File: src/rtl/multicyc_exec.sv
// Multicycle execute responder: fixed-latency multiply/MAC and radix-2 restoring divide, result on HI/LO.
// Optional: define MULTICYC_DIV_FAST_ZERO_EN to answer divide-by-zero two cycles after acceptance.
package multicyc_pkg;

  typedef enum logic [3:0] {
    OP_NOP   = 4'd0,
    OP_MULT  = 4'd1,
    OP_MULTU = 4'd2,
    OP_MUL   = 4'd3,
    OP_MADD  = 4'd4,
    OP_MADDU = 4'd5,
    OP_MSUB  = 4'd6,
    OP_MSUBU = 4'd7,
    OP_DIV   = 4'd8,
    OP_DIVU  = 4'd9,
    OP_ADD   = 4'd10
  } oper_t;

  typedef struct packed {
    oper_t       op;
    logic        is_multicyc;
    logic [63:0] hilo;
    logic [31:0] reg0;
    logic [31:0] reg1;
  } multicyc_req_t;

  typedef struct packed {
    logic        ready;
    logic        valid;
    logic [63:0] hilo;
  } multicyc_resp_t;

endpackage

module multicyc_exec
  import multicyc_pkg::*;
#(
  parameter int MUL_CYCLES = 3,
  parameter int DIV_CYCLES = 34
) (
  input  logic           clk,
  input  logic           rst,
  input  logic           flush,
  input  multicyc_req_t  req,
  output multicyc_resp_t resp
);

  localparam logic [2:0] IDLE    = 3'd0;
  localparam logic [2:0] MUL     = 3'd1;
  localparam logic [2:0] DIV_RUN = 3'd2;
  localparam logic [2:0] DIV_FIX = 3'd3;
  localparam logic [2:0] DONE    = 3'd4;

  // Setup and sign-fix cycles bracket the quotient iterations.
  localparam int         DIV_ITERS = DIV_CYCLES - 2;
  localparam logic [5:0] DIV_LAST  = 6'(DIV_ITERS - 1);
  localparam logic [5:0] MUL_LAST  = 6'((MUL_CYCLES > 1) ? (MUL_CYCLES - 2) : 0);

  function automatic logic is_mul_op(input oper_t op);
    return op inside {OP_MULT, OP_MULTU, OP_MUL, OP_MADD, OP_MADDU, OP_MSUB, OP_MSUBU};
  endfunction

  function automatic logic is_div_op(input oper_t op);
    return (op == OP_DIV) || (op == OP_DIVU);
  endfunction

  function automatic logic [31:0] mag32(input logic [31:0] v, input logic is_signed);
    return (is_signed && v[31]) ? (~v + 32'd1) : v;
  endfunction

  function automatic logic [63:0] mul_result(input oper_t       op,
                                             input logic [63:0] acc,
                                             input logic [31:0] a,
                                             input logic [31:0] b);
    logic        sgn;
    logic [63:0] ax;
    logic [63:0] bx;
    logic [63:0] prod;
    sgn  = op inside {OP_MULT, OP_MUL, OP_MADD, OP_MSUB};
    ax   = sgn ? {{32{a[31]}}, a} : {32'h0, a};
    bx   = sgn ? {{32{b[31]}}, b} : {32'h0, b};
    prod = ax * bx;
    case (op)
      OP_MADD, OP_MADDU: return acc + prod;
      OP_MSUB, OP_MSUBU: return acc - prod;
      default:           return prod;
    endcase
  endfunction

  logic [2:0]  state_q;
  logic [5:0]  cnt_q;
  oper_t       op_q;
  logic [31:0] reg0_q;
  logic [31:0] reg1_q;
  logic [63:0] hilo_in_q;
  logic [63:0] hilo_q;
  logic [31:0] div_rem_q;
  logic [31:0] div_quo_q;
  logic [31:0] div_dvsr_q;
  logic        div_qneg_q;
  logic        div_rneg_q;
  logic        div_zero_q;

  logic        accept;
  logic [32:0] div_shift;
  logic [31:0] div_diff;
  logic        div_ge;
  logic [31:0] div_rem_nxt;
  logic [31:0] quo_fix;
  logic [31:0] rem_fix;

  // NOTE: every always_comb output gets a default before any branch, so no latch is inferred.
  always_comb begin
    accept      = 1'b0;
    div_shift   = {div_rem_q, div_quo_q[31]};
    div_diff    = div_shift[31:0] - div_dvsr_q;
    div_ge      = (div_shift >= {1'b0, div_dvsr_q});
    div_rem_nxt = div_ge ? div_diff : div_shift[31:0];
    quo_fix     = div_qneg_q ? (~div_quo_q + 32'd1) : div_quo_q;
    rem_fix     = div_rneg_q ? (~div_rem_q + 32'd1) : div_rem_q;
    if ((state_q == IDLE) && req.is_multicyc && (is_mul_op(req.op) || is_div_op(req.op)))
      accept = 1'b1;
  end

  // NOTE: state registers use non-blocking assignments so every flop samples pre-edge values.
  always_ff @(posedge clk or posedge rst) begin
    if (rst) begin
      state_q    <= IDLE;
      cnt_q      <= '0;
      op_q       <= OP_NOP;
      reg0_q     <= '0;
      reg1_q     <= '0;
      hilo_in_q  <= '0;
      hilo_q     <= '0;
      div_rem_q  <= '0;
      div_quo_q  <= '0;
      div_dvsr_q <= '0;
      div_qneg_q <= 1'b0;
      div_rneg_q <= 1'b0;
      div_zero_q <= 1'b0;
    end else if (flush) begin
      state_q <= IDLE;
      cnt_q   <= '0;
    end else begin
      case (state_q)
        IDLE: begin
          if (accept) begin
            op_q      <= req.op;
            reg0_q    <= req.reg0;
            reg1_q    <= req.reg1;
            hilo_in_q <= req.hilo;
            cnt_q     <= '0;
            if (is_mul_op(req.op)) begin
              if (MUL_CYCLES == 1) begin
                hilo_q  <= mul_result(req.op, req.hilo, req.reg0, req.reg1);
                state_q <= DONE;
              end else begin
                state_q <= MUL;
              end
            end else begin
              div_rem_q  <= '0;
              div_quo_q  <= mag32(req.reg0, req.op == OP_DIV);
              div_dvsr_q <= mag32(req.reg1, req.op == OP_DIV);
              div_qneg_q <= (req.op == OP_DIV) && (req.reg0[31] ^ req.reg1[31]);
              div_rneg_q <= (req.op == OP_DIV) && req.reg0[31];
              div_zero_q <= (req.reg1 == 32'h0);
`ifdef MULTICYC_DIV_FAST_ZERO_EN
              state_q    <= (req.reg1 == 32'h0) ? DIV_FIX : DIV_RUN;
`else
              state_q    <= DIV_RUN;
`endif
            end
          end
        end
        MUL: begin
          if (cnt_q == MUL_LAST) begin
            hilo_q  <= mul_result(op_q, hilo_in_q, reg0_q, reg1_q);
            cnt_q   <= '0;
            state_q <= DONE;
          end else begin
            cnt_q <= cnt_q + 6'd1;
          end
        end
        DIV_RUN: begin
          div_rem_q <= div_rem_nxt;
          div_quo_q <= {div_quo_q[30:0], div_ge};
          if (cnt_q == DIV_LAST) begin
            cnt_q   <= '0;
            state_q <= DIV_FIX;
          end else begin
            cnt_q <= cnt_q + 6'd1;
          end
        end
        DIV_FIX: begin
          // A zero divisor returns the raw dividend in HI regardless of sign handling.
          hilo_q  <= div_zero_q ? {reg0_q, 32'hFFFF_FFFF} : {rem_fix, quo_fix};
          state_q <= DONE;
        end
        DONE:    state_q <= IDLE;
        default: state_q <= IDLE;
      endcase
    end
  end

  always_comb begin
    resp       = '0;
    resp.valid = (state_q == DONE) && !flush;
    resp.ready = (state_q == DONE) && !flush;
    resp.hilo  = hilo_q;
  end

endmodule

File: config.mk
export PLATFORM = sky130hd
export DESIGN_NAME = multicyc_exec
export DESIGN_NICKNAME = d
export VERILOG_FILES = /design/src/rtl/multicyc_exec.sv
export SDC_FILE = /design/constraint.sdc
export NUM_CORES = 2
export LEC_CHECK = 0
export CAP_MARGIN = 20
export CORE_MARGIN = 3
export CORE_UTILIZATION = 52
export DETAILED_ROUTE_END_ITERATION = 12
export PLACE_DENSITY = 0.77
export SETUP_SLACK_MARGIN = 0.5
export SLEW_MARGIN = 20
export SYNTH_ARGS = -nofsm -noshare
export SYNTH_HDL_FRONTEND = slang
export SYNTH_SLANG_ARGS = --single-unit
File: constraint.sdc
create_clock -name clk -period 17.1 [get_ports clk]
set_input_delay 3.42 -clock clk [delete_from_list [all_inputs] [get_ports clk]]
set_output_delay 3.42 -clock clk [all_outputs]
set_load 0.01 [all_outputs]
# After elaboration in Yosys (flattened, before gate mapping)
# Index checks and enable logic that the tools add are counted.
# totals
ff_bits,304
output_inout_bits,66
wordCells,110
# op_classes
addsub,8
multipliers,1
order_cmp,1
eq_ne,27
mux,29
n_bitwise,7
n_reduce_logical,24
# op_table
cell,count
two-way mux 32 bit,9
two-way mux 64 bit,4
one-hot mux 64 bit (2 select lines),2
adder 32 x 1 -> 32 bit (second input constant),4
NOT 32 bit,4
one-hot mux 32 bit (2 select lines),2
adder 64 bit,1
multiplier 64 x 64 -> 64 bit,1
subtractor 64 bit,1
greater-or-equal comparator 33 x 32 -> 1 bit,1
== test 4 x 3 -> 1 bit (second input constant),8
logical NOT 32 bit,1
subtractor 32 bit,1
two-way mux 6 bit,4
one-hot mux 6 bit (3 select lines),1
== test 4 x 2 -> 1 bit (second input constant),3
two-way mux 3 bit,4
one-hot mux 3 bit (4 select lines),1
inequality test 3 bit (second input constant),3
AND reduction 3 bit,3
== test 4 x 1 -> 1 bit (second input constant),2
== test 4 bit (second input constant),2
AND reduction 4 bit,2
nonzero test 4 bit,2
19 further kinds,31

# Depth between registers and ports, before layout
# depth
depth_word,8
mapped_depth,53
ltp_nobuf,49

# Least setup slack after synthesis
# OpenSTA, ideal clock, no wires.
# synth_timing
path_type,register -> register
start,register op_q[2]
end,register hilo_q[63]
setup_ns,0.126
t_arrival_ns,11.758
t_required_ns,16.974
setup_slack_ns,5.216
path_stages_with_launch,46
path_buffers,3
synth_period_minus_slack_ns,11.884
path_cell_list,dfrtp_1 xor2_1 and3b_1 clkbuf_1 clkbuf_1 nand2_1 fa_1 inv_1 fa_1 inv_1 fa_1 inv_1 fa_1 inv_1 fa_1 inv_1 fa_1 fa_1 (+10 left out) o21bai_1 a211oi_1 o21bai_1 a221oi_1 xnor2_1 or4_1 o31ai_1 xor2_1 ha_1 and3_1 and4_1 a32oi_1 a21oi_1 xor2_1 nand4_1 mux2i_1 a211oi_1 nand2_1
# synth_between
elab_chain_cells,8
# synth_rtl
element,line,text
"start, declared",92,oper_t op_q;
"start signal, assigned",148,op_q <= req.op;
== test 4 x 1 -> 1 bit (tied with other cells),79,"sgn = op inside {OP_MULT, OP_MUL, OP_MADD, OP_MSUB};"
nonzero test 4 bit,79,
"two-way mux 64 bit, on equally long branches","80, 81",
multiplier 64 x 64 -> 64 bit,82,prod = ax * bx;
subtractor 64 bit / adder 64 bit (equally long branches),"85, 84",
one-hot mux 64 bit (2 select lines) *,83,case (op)
two-way mux 64 bit *,176,if (cnt_q == MUL_LAST) begin
one-hot mux 64 bit (2 select lines) *,145,case (state_q)
"end signal, assigned",155,"hilo_q <= mul_result(req.op, req.hilo, req.reg0, req.reg1);"
"end signal, assigned",177,"hilo_q <= mul_result(op_q, hilo_in_q, reg0_q, reg1_q);"
"end signal, assigned",196,"hilo_q <= div_zero_q ? {reg0_q, 32'hFFFF_FFFF} : {rem_fix, quo_fix};"
"end, declared",96,logic [63:0] hilo_q;
# Every way passes the cells marked *; elsewhere a longest branch is shown, timed or not. The select of a mux whose other input is x is not followed.
# A chain may end at the register's enable or synchronous reset.

# Final worst setup path
# Ends and elaborated chain as after synthesis.

==> flow_summary.ini <==
[timing]
setup-tns-final_ns = 0
setup_slack_ns = 2.43
timing_hold_violations_final = 0
worstMarginPinSlew_ns = 1.42
maximum_achievable_frequency_ghz = 0.0682
setup_violations = 0
rsz0062_at_grt = no
final.period_utilization_pct = 85.8
final_min_period_ns = 14.67
slew-limit-headroom_pct = 4.62
worst_setup_skew_after_layout_ns = 0.0352
report.final.slew_viol_count = 0

[cts]
tritoncts = done
path_clk_slew_ns = 0.07
cts.root.buffer_cell = sky130_fd_sc_hd__clkbuf_16
cts_made_buffers = 37
cts-hold-fix-buffers = 0
postCtsSetupBuffers = 0
clkSinkCount = 304
maximum_count_of_clock_buffers_along_a_single_path = 3
cts_max_level = 2
post_cts_resized = 0
clk_latency_ns = 0.59

[drt]
num_vias = 56300
post-route-drc-count = 0
finalWirelength_mm = 231
vias_per_cell = 5.81
ant_nets = 0
drt-wirelength-per-cell_um = 23.8
dr.pass1.iters = 8
drtIter0Drc = 4966

[worst_setup_path]
crit_path_max_fanout = 18
setup_slack_of_the_most_critical_reg_to_reg_path_ns = 2.43
setup_crit_start = op_q[2]
worst-endpoint-required_ns = 17.60
crit_slowest_cell = sky130_fd_sc_hd__a311oi_1
max_stage_delay_ns = 0.92
crit-reg2reg-launch = op_q[2]
critPathKind = register to register
rr_worst_depth = 44
crit_path_end_kind = register
setup.worst_path.start_class = register
timing.rr.end = hilo_q[63]
worst_ep_arrival_time_ns = 15.17
critPathMostFrequentCell = sky130_fd_sc_hd__fa_1

[floorplan]
core_um2 = 134000
rows = 134
initial_core_util_pct = 52.6
dieHeight_um = 374
io_pins = 202
die_area_um2 = 140000
die_width_um = 374

[synthesis]
fraction_of_the_yosys_area_taken_by_sequential_cells_pct = 10.8
yosys.area_share.xor_xnor_pct = 4.56
synth.most_common_cell = sky130_fd_sc_hd__inv_1
yosys-mux-area-fraction_pct = 2.44
synth_top_flop_cell = sky130_fd_sc_hd__dfrtp_1
ys_types = 83
synth_seq_cells = 304
post_synth_edffs = 0
synth_simple_gate_area_share_pct = 14.0
synth_area_in_adders_pct = 47.7
yosys-top-cells-area = sky130_fd_sc_hd__fa_1 41%, sky130_fd_sc_hd__dfrtp_1 11%, sky130_fd_sc_hd__inv_1 8.8%
post_synth.cell_area_avg_um2 = 8.87
synth_largest_type_area_fraction_pct = 40.5
synth_async_reset_ratio_pct = 100
netlist_top_cells_count = 1657 x sky130_fd_sc_hd__inv_1, 1426 x sky130_fd_sc_hd__fa_1, 1139 x sky130_fd_sc_hd__nand2_1
netlist.top_cell.by_area = sky130_fd_sc_hd__fa_1
synth-warning-count = 0
synth_cells = 7937
synth.cell_area_um2 = 70400
synth_fp_nets = 9903
synth_top_family_by_area = adder cells
synth_compound_area_share_pct = 9.46

[global_route]
initial_antenna_violation_count = 22
total_routing_usage_gr_pct = 33.4
grtUsageMet1_pct = 42.3
first_global_vias = 60000
grt-busiest-layer = met2
grt_remaining_overflow = 0
grt_max_degree = 99
wire_length_of_the_first_global_routing_pass_mm = 358
grt.met2_usage_pct = 53.7
met3_track_demand_over_resource_in_global_routing_pct = 6.53

[cells_and_area]
synthToLayoutAreaGrowth_pct = 7.08
number_of_filler_instances_in_the_final_layout = 11800
instances_no_fill = 9697
nets = 9851
final_layout_size_suffix_gt1_share_pct = 4.65

[hold_path]
hold_path_startpoint = div_dvsr_q[30]
min_to = div_dvsr_q[30]
holdCritPathClass = register to register
hold-path-cell-count = 2

[placed_design]
preCtsSetupSlack_ns = 2.81
dp_hpwl_mm = 191
placed_instances = 9614
gp_congestion = 1.05
place.port_buffers = 201

[flow_run]
drv_cap = 0

[status]
outcome = completed
-- worst max path at each step --
stage	to	slack, ns	cells after the start
2_1_floorplan	hilo_q[63]	5.22	45
3_3_place_gp	hilo_q[63]	3.03	44
3_5_place_dp	hilo_q[63]	2.81	44
4_1_cts	hilo_q[63]	2.71	44
5_1_grt	hilo_q[63]	1.74	48
6_report	hilo_q[63]	2.43	44
-- kinds of logic after synthesis --
kind of cell,Yosys count
adders and majority gates,1832
xor gates and xnor gates,367
and+or+nand+nor,2126
DFF,304
buffers and inverters,2062
AOI/OAI and AO/OA,1090
muxes,156
-- area by class of cell --
cell class                 instances  area, um^2  area share [%]
clock inverter                    16         287           0.380
multi-input combinational       5571       55100            73.1
sequential                       304        7620            10.1
timing repair buffer             314        2860            3.79
tap                             1768        2210            2.93
antenna                           16        40.0          0.0531
clock buffer                      51        1070            1.42
inverter                        1657        6230            8.26
-- worst max-delay path, delay by kind of cell (launching register included) --
kind	cells	cell delay (ns)
simple gates	11	3.07
compound gates	9	2.74
fa+ha+maj	12	6.00
mux	1	0.19
xor+xnor	4	1.28
buf+inv	7	0.84
flops	1	0.43
-- placed cells by master, fill, tap and decap left out, drive strengths merged, types with 36 or more instances in the layout --
master and instances:
a21o 82, o21ai 370, fa 1426, buf 113
ha 404, xor2 137, clkdlybuf4s50 201, o31ai 56
inv 1658, mux2 128, and2 365, nand3 52
a21oi 283, dfrtp 304, clkbuf 51, a211oi 39
nor2 241, nor3 65, nand2 1139, xnor2 230
nand2b 42, o211ai 36, nand4 38
-- metrics by stage --
stage | cell area (um^2) | util (%) | hold slack [ns]
floorplan | 70400 | - | 0.450
global placement | 74000 | 55.3 | 0.465
detailed placement | 74000 | 55.3 | 0.470
CTS | 75400 | 56.3 | 0.483
global route | 75400 | 56.3 | 0.505
finish | 75400 | 56.3 | 0.478
-- layer usage --
layer | share of wire [%] | up-vias
li1 | - | 24300
met1 | 38 | 28500
met2 | 46 | 2789
met3 | 9.2 | 748
met4 | 7.1 | 6
met5 | 0.017 | -
-- flip-flops by register name, indices dropped and copies added (netlist names) --
name and flops:
div_rem_q 32, op_q 4, hilo_q 64, reg1_q 32, div_quo_q 32, div_qneg_q 1
hilo_in_q 64, div_zero_q 1, cnt_q 6, state_q 3, div_dvsr_q 32, div_rneg_q 1
reg0_q 32
Power is left out: the tool's default activity adds up to more than one toggle a clock period on the data nets, which glitch-free logic cannot reach.
